$ cat src/rtl/pipeline_pkg.sv
// pipeline_pkg: shared definitions for the decode/execute boundary of the
// 16-register pipelined core.
//   REG_PC         - register index that aliases the program counter
//   DEFAULT_CTRL_W - default width of the opaque ALU/memory control bundle
//   fwd_sel_t      - operand source select for the EX operand muxes
//   fwd_select()   - picks the operand source for one EX source register
// Used by id_ex_hazard_stage and hazard_detect. The FORWARD_EN macro decides
// whether fwd_select() ends up in hardware; the package itself is macro-free.
package pipeline_pkg;

  localparam logic [3:0] REG_PC         = 4'd15;
  localparam int         DEFAULT_CTRL_W = 8;

  typedef enum logic [1:0] {
    FWD_NONE = 2'd0,
    FWD_MEM  = 2'd1,
    FWD_WB   = 2'd2
  } fwd_sel_t;

  // MEM beats WB because it holds the younger write; the PC alias is never
  // forwarded since its read value comes from the fetch side, not a writer.
  function automatic fwd_sel_t fwd_select(
    input logic [3:0] src,
    input logic [3:0] mem_rd,
    input logic       mem_we,
    input logic [3:0] wb_rd,
    input logic       wb_we
  );
    fwd_sel_t sel;
    if (src == REG_PC) begin
      sel = FWD_NONE;
    end else if (mem_we && (src == mem_rd)) begin
      sel = FWD_MEM;
    end else if (wb_we && (src == wb_rd)) begin
      sel = FWD_WB;
    end else begin
      sel = FWD_NONE;
    end
    return sel;
  endfunction

endpackage

$ cat src/rtl/id_ex_hazard_stage_hazard_detect.sv
// hazard_detect: purely combinational hazard and stall generation.
// Macro: FORWARD_EN
//   defined   - only load-use hazards (live source == rd of a load in EX)
//   undefined - full RAW interlock against the EX and MEM producers
// Ports:
//   reset, flush_in              - both suppress the stall
//   id_valid, id_ra*, id_use*    - decode slot sources
//   ex_valid/ex_we/ex_load/ex_rd - instruction currently in EX
//   mem_we, mem_rd               - instruction currently in MEM
//   stall                        - hold PC and IF/ID, insert a bubble
// WB never needs a check: the register file writes on the falling edge, so
// the decode read already returns the WB value.
module hazard_detect
  import pipeline_pkg::*;
(
  input  logic       reset,
  input  logic       flush_in,
  input  logic       id_valid,
  input  logic [3:0] id_ra0,
  input  logic       id_use0,
  input  logic [3:0] id_ra1,
  input  logic       id_use1,
  input  logic       ex_valid,
  input  logic       ex_we,
  input  logic       ex_load,
  input  logic [3:0] ex_rd,
  input  logic       mem_we,
  input  logic [3:0] mem_rd,
  output logic       stall
);

  logic live0_s;
  logic live1_s;
  logic hazard_s;

  assign live0_s = id_valid & id_use0 & (id_ra0 != REG_PC);
  assign live1_s = id_valid & id_use1 & (id_ra1 != REG_PC);

`ifdef FORWARD_EN
  // Everything except a load result can be forwarded, so only a load sitting
  // in EX forces the consumer to wait one cycle.
  logic ex_load_hit_s;
  logic unused_mem_s;

  assign ex_load_hit_s = ex_valid & ex_we & ex_load;
  assign hazard_s      = ex_load_hit_s &
                         ((live0_s & (id_ra0 == ex_rd)) |
                          (live1_s & (id_ra1 == ex_rd)));
  assign unused_mem_s  = ^{mem_we, mem_rd};
`else
  // With no bypass network any in-flight writer in EX or MEM blocks the read.
  logic ex_hit_s;
  logic unused_load_s;

  assign ex_hit_s      = ex_valid & ex_we;
  assign hazard_s      = (live0_s & ((ex_hit_s & (id_ra0 == ex_rd)) |
                                     (mem_we   & (id_ra0 == mem_rd)))) |
                         (live1_s & ((ex_hit_s & (id_ra1 == ex_rd)) |
                                     (mem_we   & (id_ra1 == mem_rd))));
  assign unused_load_s = ex_load;
`endif

  // A flush kills the decode slot anyway, so stalling it would only waste a cycle.
  assign stall = hazard_s & ~flush_in & ~reset;

endmodule

$ cat src/rtl/id_ex_hazard_stage.sv
// id_ex_hazard_stage: ID/EX pipeline register with hazard interlock,
// optional MEM/WB operand forwarding and a saturating stall counter.
// Macro: FORWARD_EN (enables the MEM/WB forwarding muxes and relaxes the
//   interlock to load-use only; undefined gives a full RAW interlock).
// Ports:
//   clk, reset             - rising-edge clock, synchronous active-high reset
//   id_*                   - decode slot: sources, read data, dest, control
//   flush_in               - taken branch in EX, turn the decode slot into a bubble
//   mem_rd/we/result       - EX/MEM write info (valid-qualified)
//   wb_rd/we/result        - MEM/WB write info (valid-qualified)
//   stall                  - combinational hold for PC and IF/ID
//   ex_valid/we/load/rd/ctrl - registered control for EX
//   ex_op0, ex_op1         - EX operands (combinational from ID/EX + bypass)
//   stall_cycles           - saturating count of stall cycles
module id_ex_hazard_stage
  import pipeline_pkg::*;
#(
  parameter int WIDTH  = 32,
  parameter int CTRL_W = DEFAULT_CTRL_W,
  parameter int CNT_W  = 16
) (
  input  logic              clk,
  input  logic              reset,
  input  logic              id_valid,
  input  logic [3:0]        id_ra0,
  input  logic [3:0]        id_ra1,
  input  logic              id_use0,
  input  logic              id_use1,
  input  logic [WIDTH-1:0]  id_data0,
  input  logic [WIDTH-1:0]  id_data1,
  input  logic [3:0]        id_rd,
  input  logic              id_we,
  input  logic              id_load,
  input  logic [CTRL_W-1:0] id_ctrl,
  input  logic              flush_in,
  input  logic [3:0]        mem_rd,
  input  logic              mem_we,
  input  logic [WIDTH-1:0]  mem_result,
  input  logic [3:0]        wb_rd,
  input  logic              wb_we,
  input  logic [WIDTH-1:0]  wb_result,
  output logic              stall,
  output logic              ex_valid,
  output logic              ex_we,
  output logic              ex_load,
  output logic [3:0]        ex_rd,
  output logic [CTRL_W-1:0] ex_ctrl,
  output logic [WIDTH-1:0]  ex_op0,
  output logic [WIDTH-1:0]  ex_op1,
  output logic [CNT_W-1:0]  stall_cycles
);

  logic              ex_valid_q, ex_valid_d;
  logic              ex_we_q,    ex_we_d;
  logic              ex_load_q,  ex_load_d;
  logic [3:0]        ex_rd_q,    ex_rd_d;
  logic [CTRL_W-1:0] ex_ctrl_q,  ex_ctrl_d;
  logic [3:0]        ex_ra0_q,   ex_ra0_d;
  logic [3:0]        ex_ra1_q,   ex_ra1_d;
  logic [WIDTH-1:0]  ex_data0_q, ex_data0_d;
  logic [WIDTH-1:0]  ex_data1_q, ex_data1_d;
  logic [CNT_W-1:0]  stall_cycles_q, stall_cycles_d;
  logic              stall_s;

  hazard_detect u_hazard_detect (
    .reset    (reset),
    .flush_in (flush_in),
    .id_valid (id_valid),
    .id_ra0   (id_ra0),
    .id_use0  (id_use0),
    .id_ra1   (id_ra1),
    .id_use1  (id_use1),
    .ex_valid (ex_valid_q),
    .ex_we    (ex_we_q),
    .ex_load  (ex_load_q),
    .ex_rd    (ex_rd_q),
    .mem_we   (mem_we),
    .mem_rd   (mem_rd),
    .stall    (stall_s)
  );

  // ID/EX next state: flush bubble, else stall bubble, else capture decode.
  // Operand data and source indices are left alone under a bubble; nothing
  // consumes them while ex_valid is low.
  always_comb begin
    ex_ra0_d   = ex_ra0_q;
    ex_ra1_d   = ex_ra1_q;
    ex_data0_d = ex_data0_q;
    ex_data1_d = ex_data1_q;
    if (flush_in || stall_s) begin
      ex_valid_d = 1'b0;
      ex_we_d    = 1'b0;
      ex_load_d  = 1'b0;
      ex_rd_d    = 4'd0;
      ex_ctrl_d  = {CTRL_W{1'b0}};
    end else begin
      ex_valid_d = id_valid;
      ex_we_d    = id_we;
      ex_load_d  = id_load;
      ex_rd_d    = id_rd;
      ex_ctrl_d  = id_ctrl;
      ex_ra0_d   = id_ra0;
      ex_ra1_d   = id_ra1;
      ex_data0_d = id_data0;
      ex_data1_d = id_data1;
    end
  end

  // Stall counter next state: count stalled cycles, stick at all-ones.
  always_comb begin
    if (stall_s && (stall_cycles_q != {CNT_W{1'b1}})) begin
      stall_cycles_d = stall_cycles_q + CNT_W'(1);
    end else begin
      stall_cycles_d = stall_cycles_q;
    end
  end

  // ID/EX and counter registers with synchronous reset.
  always_ff @(posedge clk) begin
    if (reset) begin
      ex_valid_q     <= 1'b0;
      ex_we_q        <= 1'b0;
      ex_load_q      <= 1'b0;
      ex_rd_q        <= 4'd0;
      ex_ctrl_q      <= {CTRL_W{1'b0}};
      ex_ra0_q       <= 4'd0;
      ex_ra1_q       <= 4'd0;
      ex_data0_q     <= {WIDTH{1'b0}};
      ex_data1_q     <= {WIDTH{1'b0}};
      stall_cycles_q <= {CNT_W{1'b0}};
    end else begin
      ex_valid_q     <= ex_valid_d;
      ex_we_q        <= ex_we_d;
      ex_load_q      <= ex_load_d;
      ex_rd_q        <= ex_rd_d;
      ex_ctrl_q      <= ex_ctrl_d;
      ex_ra0_q       <= ex_ra0_d;
      ex_ra1_q       <= ex_ra1_d;
      ex_data0_q     <= ex_data0_d;
      ex_data1_q     <= ex_data1_d;
      stall_cycles_q <= stall_cycles_d;
    end
  end

`ifdef FORWARD_EN
  fwd_sel_t fwd_sel0_s;
  fwd_sel_t fwd_sel1_s;

  assign fwd_sel0_s = fwd_select(ex_ra0_q, mem_rd, mem_we, wb_rd, wb_we);
  assign fwd_sel1_s = fwd_select(ex_ra1_q, mem_rd, mem_we, wb_rd, wb_we);

  // Operand 0 bypass mux.
  always_comb begin
    case (fwd_sel0_s)
      FWD_MEM: ex_op0 = mem_result;
      FWD_WB:  ex_op0 = wb_result;
      default: ex_op0 = ex_data0_q;
    endcase
  end

  // Operand 1 bypass mux.
  always_comb begin
    case (fwd_sel1_s)
      FWD_MEM: ex_op1 = mem_result;
      FWD_WB:  ex_op1 = wb_result;
      default: ex_op1 = ex_data1_q;
    endcase
  end
`else
  logic unused_fwd_s;

  // The interlock keeps every consumer until its producer has reached the
  // register file, so the captured read data is always current.
  assign ex_op0       = ex_data0_q;
  assign ex_op1       = ex_data1_q;
  assign unused_fwd_s = ^{mem_result, wb_rd, wb_we, wb_result, ex_ra0_q, ex_ra1_q};
`endif

  assign stall        = stall_s;
  assign ex_valid     = ex_valid_q;
  assign ex_we        = ex_we_q;
  assign ex_load      = ex_load_q;
  assign ex_rd        = ex_rd_q;
  assign ex_ctrl      = ex_ctrl_q;
  assign stall_cycles = stall_cycles_q;

endmodule

$ cat config.mk
export PLATFORM = sky130hd
export DESIGN_NAME = id_ex_hazard_stage
export DESIGN_NICKNAME = d
export VERILOG_FILES = /design/src/rtl/pipeline_pkg.sv /design/src/rtl/id_ex_hazard_stage_hazard_detect.sv /design/src/rtl/id_ex_hazard_stage.sv
export SDC_FILE = /design/constraint.sdc
export NUM_CORES = 1
export LEC_CHECK = 0
export CORE_AREA = 2 2 101 103
export DETAILED_ROUTE_END_ITERATION = 8
export DIE_AREA = 0 0 103 105
export DONT_BUFFER_PORTS = 1
export SLEW_MARGIN = 40
export SYNTH_ARGS = -nofsm -noshare
export SYNTH_HDL_FRONTEND = slang
export SYNTH_HIERARCHICAL = 1
export SYNTH_SLANG_ARGS = --single-unit
$ cat constraint.sdc
create_clock -name clk -period 2.3 [get_ports clk]
set_input_delay 0.46 -clock clk [delete_from_list [all_inputs] [get_ports clk]]
set_output_delay 0.46 -clock clk [all_outputs]
set_load 0.02 [all_outputs]
# Word level (Yosys, flattened, before mapping)
# Cells that the tools add are included.
[word_totals]
ff_bits = 95
inputBits = 166
out_inout_bits = 96
[op_classes]
add_sub_neg = 1
n_eq_ne = 7
bitwise_logic = 18
n_reduce_logical = 3
[op_table]
columns = ["operator", "n"]
rows = [
  ["$add 16x1->16 const B", 1],
  ["$eq 4x4->1", 4],
  ["$ne 16x16->1 const B", 1],
  ["$and 1x1->1", 13],
  ["$ne 4x4->1 const B", 2],
  ["$or 1x1->1", 3],
  ["$not 1->1", 2],
  ["$reduce_or 2->1", 1],
  ["$logic_and 1x1->1", 1],
  ["$logic_or 1x1->1", 1],
]

# Depth between registers and ports, before layout
# Gate-level depths: netlist of run 1.
[depth]
ltp_word = 9
mapped_depth = 11
depth_no_buf = 9

# Hierarchy
# The synthesis of run 1 kept the hierarchy.
[by_module_without_submodules]
columns = ["mod", "n_inst", "cells_each", "area_each_um2", "seq_area_each_um2"]
rows = [
  ["id_ex_hazard_stage", 1, 406, 3368.2, 1901.8],
  ["hazard_detect", 1, 30, 221.5, 0.0],
]

# Worst setup path after synthesis of run 1
# Ideal clock, no wire load.
[synth_path]
kind = "register -> register"
startpoint = "register ex_rd_q[3] (netlist: ex_rd[3])"
endpoint = "register stall_cycles_q[14] (netlist: stall_cycles[14])"
t_arrival_ns = 2.527
path_slack_ns = -0.298
stages_incl_launch_ff = 10
n_path_buf = 1
period_less_slack_ns = 2.598
cell_sequence = "dfxtp_1 > xnor2_1 > nand3_1 > nor4_1 > a31oi_1 > o22ai_1 > clkbuf_1 > o311ai_0 > or4_1 > a21oi_1"
[synth_via]
elab_chain_len = 8
[synth_rtl]
columns = ["item", "line_no", "source"]
rows = [
  ["start: declaration", "id_ex_hazard_stage.sv:56", "logic [3:0] ex_rd_q, ex_rd_d;"],
  ["start signal: assignment", "id_ex_hazard_stage.sv:135", "ex_rd_q <= ex_rd_d;"],
  ["$eq 4x4->1, on equally long branches", "id_ex_hazard_stage_hazard_detect.sv:56, id_ex_hazard_stage_hazard_detect.sv:58", ""],
  ["$and 1x1->1, on equally long branches", "id_ex_hazard_stage_hazard_detect.sv:56, id_ex_hazard_stage_hazard_detect.sv:58", ""],
  ["$or 1x1->1, on equally long branches", "id_ex_hazard_stage_hazard_detect.sv:56, id_ex_hazard_stage_hazard_detect.sv:58", ""],
  ["$and 1x1->1, on equally long branches", "id_ex_hazard_stage_hazard_detect.sv:56, id_ex_hazard_stage_hazard_detect.sv:58", ""],
  ["$or 1x1->1 *", "id_ex_hazard_stage_hazard_detect.sv:57", "(mem_we & (id_ra0 == mem_rd)))) |"],
  ["$and 1x1->1 * (2 in a row)", "id_ex_hazard_stage_hazard_detect.sv:64", "assign stall = hazard_s & ~flush_in & ~reset;"],
  ["named net stall", "id_ex_hazard_stage.sv:42", "output logic stall,"],
  ["$logic_and 1x1->1 *", "id_ex_hazard_stage.sv:111", "if (stall_s && (stall_cycles_q != {CNT_W{1'b1}})) begin"],
  ["end signal: assignment", "id_ex_hazard_stage.sv:130", "stall_cycles_q <= {CNT_W{1'b0}};"],
  ["end signal: assignment", "id_ex_hazard_stage.sv:141", "stall_cycles_q <= stall_cycles_d;"],
  ["end: declaration", "id_ex_hazard_stage.sv:62", "logic [CNT_W-1:0] stall_cycles_q, stall_cycles_d;"],
]
# The timed path passes the listed nets; every way through them passes the cells marked *.
# A chain may end at the register's enable or synchronous reset.

# Worst setup path in the final report of run 1
[layout_path]
startpoint = "register ex_rd_q[3] (netlist: ex_rd[3])"
endpoint = "output stall"
[layout_via]
elab_chain_len = 7
[layout_rtl]
columns = ["item", "line_no"]
rows = [
  ["$eq 4x4->1, on equally long branches", "id_ex_hazard_stage_hazard_detect.sv:56, id_ex_hazard_stage_hazard_detect.sv:58"],
  ["$and 1x1->1, on equally long branches", "id_ex_hazard_stage_hazard_detect.sv:56, id_ex_hazard_stage_hazard_detect.sv:58"],
  ["$or 1x1->1, on equally long branches", "id_ex_hazard_stage_hazard_detect.sv:56, id_ex_hazard_stage_hazard_detect.sv:58"],
  ["$and 1x1->1, on equally long branches", "id_ex_hazard_stage_hazard_detect.sv:56, id_ex_hazard_stage_hazard_detect.sv:58"],
  ["$or 1x1->1 *", "id_ex_hazard_stage_hazard_detect.sv:57"],
  ["$and 1x1->1 * (2 in a row)", "id_ex_hazard_stage_hazard_detect.sv:64"],
  ["end: declaration", "id_ex_hazard_stage.sv:42"],
]
# Every way passes the cells marked *; elsewhere a longest branch is shown, timed or not.

==> summary.txt, run 1 <==
Run status
  • Status: finished, final reports clean

Power
  • Leakage: approximately 1.5 nW
  • Max VDD drop: roughly 330 uV
  • Overall Power: 3.12 mW
  • Pwr dens: 752 nW/um^2

Critical path
  • Cell Chain, Critical Path: xnor2_2 > nand3_1 > nor4_2 > a31oi_1 > o22ai_2 > buf_6 > buf_6
  • Crit path max-delay family: flip-flops
  • Crit Path Category: reg -> out
  • Largest stage delay on the critical path: between 0.3 and 0.4 ns
  • CP endpoint kind: output pin
  • Arr. time, crit path: roughly 1.8 ns
  • Buf/Inv on CP: 2
  • CP max stage cell: dfxtp_4
  • Critical path's most frequent cell: buf_6
  • Critical Path Start Type: flip-flop
  • Critical path required time: around 1.8 ns
  • Worst Path Max Fanout: 6

Clock network
  • Root Driver: clkbuf_8
  • Sink Count: 95
  • Clock Path Buffers: 2
  • Cts bufs inserted: 9
  • Clock-pin slew on the worst setup and hold paths: 0.09 ns
  • H-tree depth: 3
  • CTS tree: built
  • Clock Latency Late Sink: 0.35 ns
  • Hold buffer count at CTS: 0

Route
  • Avg WL per Cell: 16.3 um
  • Final ANT Viol Nets: 0
  • Via count: roughly 3000
  • Count of TritonRoute iterations in the first routing pass: 4
  • Drt via density: around 5.1
  • Drt initial violations: 95
  • DRC viols: 0
  • Drt total wl: around 9500 um

Job
  • Max-cap violations: 0

Synth
  • Synth Area in Compound Gates: 13.2%
  • EDFF count, synth: 0
  • Ys flop type: dfxtp_1
  • Post-synthesis mux area share: under 10%
  • Synthesized flop and latch total: 95
  • Syn_area_per_cell: 8.23 sq um
  • YS warnings: 6
  • Asr flop ratio synth: 0%
  • Main combinational cell family by area after synthesis: simple AND/OR/NAND/NOR gates
  • Simple-gate portion of the synthesized area: between 20 and 25%
  • Post-synthesis cell type count: 33
  • Post-Synth XOR/XNOR Area: about 4.1%
  • Post-synthesis sequential area ratio: between 50% and 60%
  • Mapped Cells: between 400 and 500
  • Adder-cell area share of the yosys netlist: less than 1%
  • Syn Nets: 603
  • Cell area after synthesis: roughly 3600 sq um

Placed design
  • GP Congestion: 0.760
  • Hpwl dp: around 6300 um
  • # port buffers: 0
  • DP Area: about 3900 sq um
  • Placed Cells: roughly 560
  • Dpl ws: -0.0646 ns

Layout
  • NumNets Final: ~600
  • Non-filler instance count after layout: between 500 and 600
  • Area delta synth->final: 15.5%
  • Share of cells above drive strength 1: ~12%
  • ANT cells: 0
  • Final Cell Area: 4150 sq um
  • Final Util: 43.0%

STA
  • Final count of negative-setup-slack endpoints: 0
  • Final setup margin: 0.0357 ns
  • Final period util: 98.4%
  • Final hold viol count: 0
  • Worst-Margin Slew: between 0.6 and 0.7 ns
  • Slew Limit Fails: 0
  • Fmax: between 0.4 and 0.5 GHz
  • Crit path time final: 2.26 ns
  • Max transition margin: between 50% and 60%
  • Layout Skew: about 0.0067 ns
  • Unrepaired setup endpoints after global routing: yes
  • Post-route setup TNS: 0 ns
  • Hold_ws: about 0.18 ns

Global route
  • Vias in the first global route: approximately 2800
  • GRT Residual Overflow: 0
  • Initial antenna violation count: 0
  • Largest net degree at the start of global routing: 84
  • First-pass GRT wire length: ~14000 um
  • Total GRT Usage: 16.0%

Floorplan
  • Die area: ~11000 sq um
  • # IOs: about 260
  • Initial Util: 37.2%
  • Die height: 105 um
  • Core Box Area: slightly below 10000 sq um
  • Chip width: roughly 100 um
  • Rows: 36

Hold path
  • HP Class: in -> reg
[flip-flops by register name, indices dropped and copies added (netlist names)]
signal        flops
ex_ctrl           8
ex_load           1
ex_op0           32
ex_op1           32
ex_rd             4
ex_valid          1
ex_we             1
stall_cycles     16
[power breakdown]
| group | switching, mW | internal (mW) |
|---|---|---|
| sequential | 0.134 | 1.72 |
| clock | 0.552 | 0.529 |
| combinational | 0.104 | 0.0814 |
[metal layers]
metal  routed length [um]  global-route usage [%]  vias up  share of wire, %
li1                     -                       -     1474                 -
met1                 3880                    18.1     1402                41
met2                 4700                    26.4      105                49
met3                  743                    5.62       16               7.8
met4                  222                    7.99        0               2.3
met5                    0                       0        -                 0
[worst reg2reg max path, delay by kind of cell, from the launching register on]
kind	cells	cell delay, ns
compound gates	2	0.35
xor+xnor	1	0.11
buf+inv	1	0.18
flops	1	0.36
mux	1	0.38
simple gates	4	0.73
[path summary, 6_finish.rpt]
check	start	end	slack [ns]	cells past startpoint
setup / recovery	ex_rd[3]$_SDFF_PP0_	stall	0.04	7
hold / removal	reset	stall_cycles[5]$_SDFFE_PP0P_	0.18	1
setup reg to reg	ex_rd[3]$_SDFF_PP0_	stall_cycles[13]$_SDFFE_PP0P_	0.09	9
hold reg to reg	ex_op1[16]$_SDFFE_PP0N_	ex_op1[16]$_SDFFE_PP0N_	0.56	2
[area by class of cell]
cell class                 instances  area [sq um]
clock buffer                      12           145
clock inverter                     4          45.0
fill                            1014          5490
inverter                           5          18.8
multi-input combinational        311          1630
sequential                        95          1910
tap                              133           166
timing repair buffer              24           230
[placed cells by master (no fill, tap or decap), types with 2 or more instances in the layout]
cell,count
a21oi_1,71
or4_1,5
nor4_2,2
a21oi_2,2
o21ai_0,5
a31oi_1,2
dfxtp_1,92
mux2i_1,4
xor2_1,12
nor2_4,2
clkbuf_1,2
nand2_1,132
inv_1,5
nor4_1,4
clkbuf_8,10
dfxtp_2,2
o31ai_1,5
or3_1,3
nand4_1,7
xnor2_1,3
buf_6,2
buf_4,19
nor3_1,5
nor2_1,7
or2_2,2
buf_12,2
nand3_1,8
clkinv_2,3
and2_1,15
[cell families (layout without fill, tap and decap cells)]
group / count (synthesis) / in the layout
compound gates: 89 / 89
buf+inv: 31 / 45
fa+ha+maj: 1 / 1
xor+xnor: 17 / 17
mux: 5 / 5
simple gates: 198 / 199
flops: 95 / 95
[Yosys cell counts (6+ instances only)]
master	instances	area [sq um]
clkbuf_1	25	93.8
nor2_1	9	33.8
nor4_1	6	37.5
xor2_1	13	114
nand4_1	7	43.8
dfxtp_1	95	1900
a21oi_1	73	365
nand2_1	132	495
nand3_1	8	40.0
and2_1	15	93.8
[repair_timing]
| item | CTS | global route |
|---|---|---|
| cloned | 0 | 2 |
| pin swaps | 1 | 6 |
| resized for setup | 2 | 11 |
| buffers inserted | 0 | 2 |
| setup endpoints to repair | 1 | 54 |
(Power assumes the default switching activity.)
==> run 2: changes to the inputs <==
- ABC_CLOCK_PERIOD_IN_PS: default -> 2300
- CTS_CLUSTER_DIAMETER: default -> 30
==> results of run 2 <==
The final DEF is identical to that of run 1; final timing and power are the same.
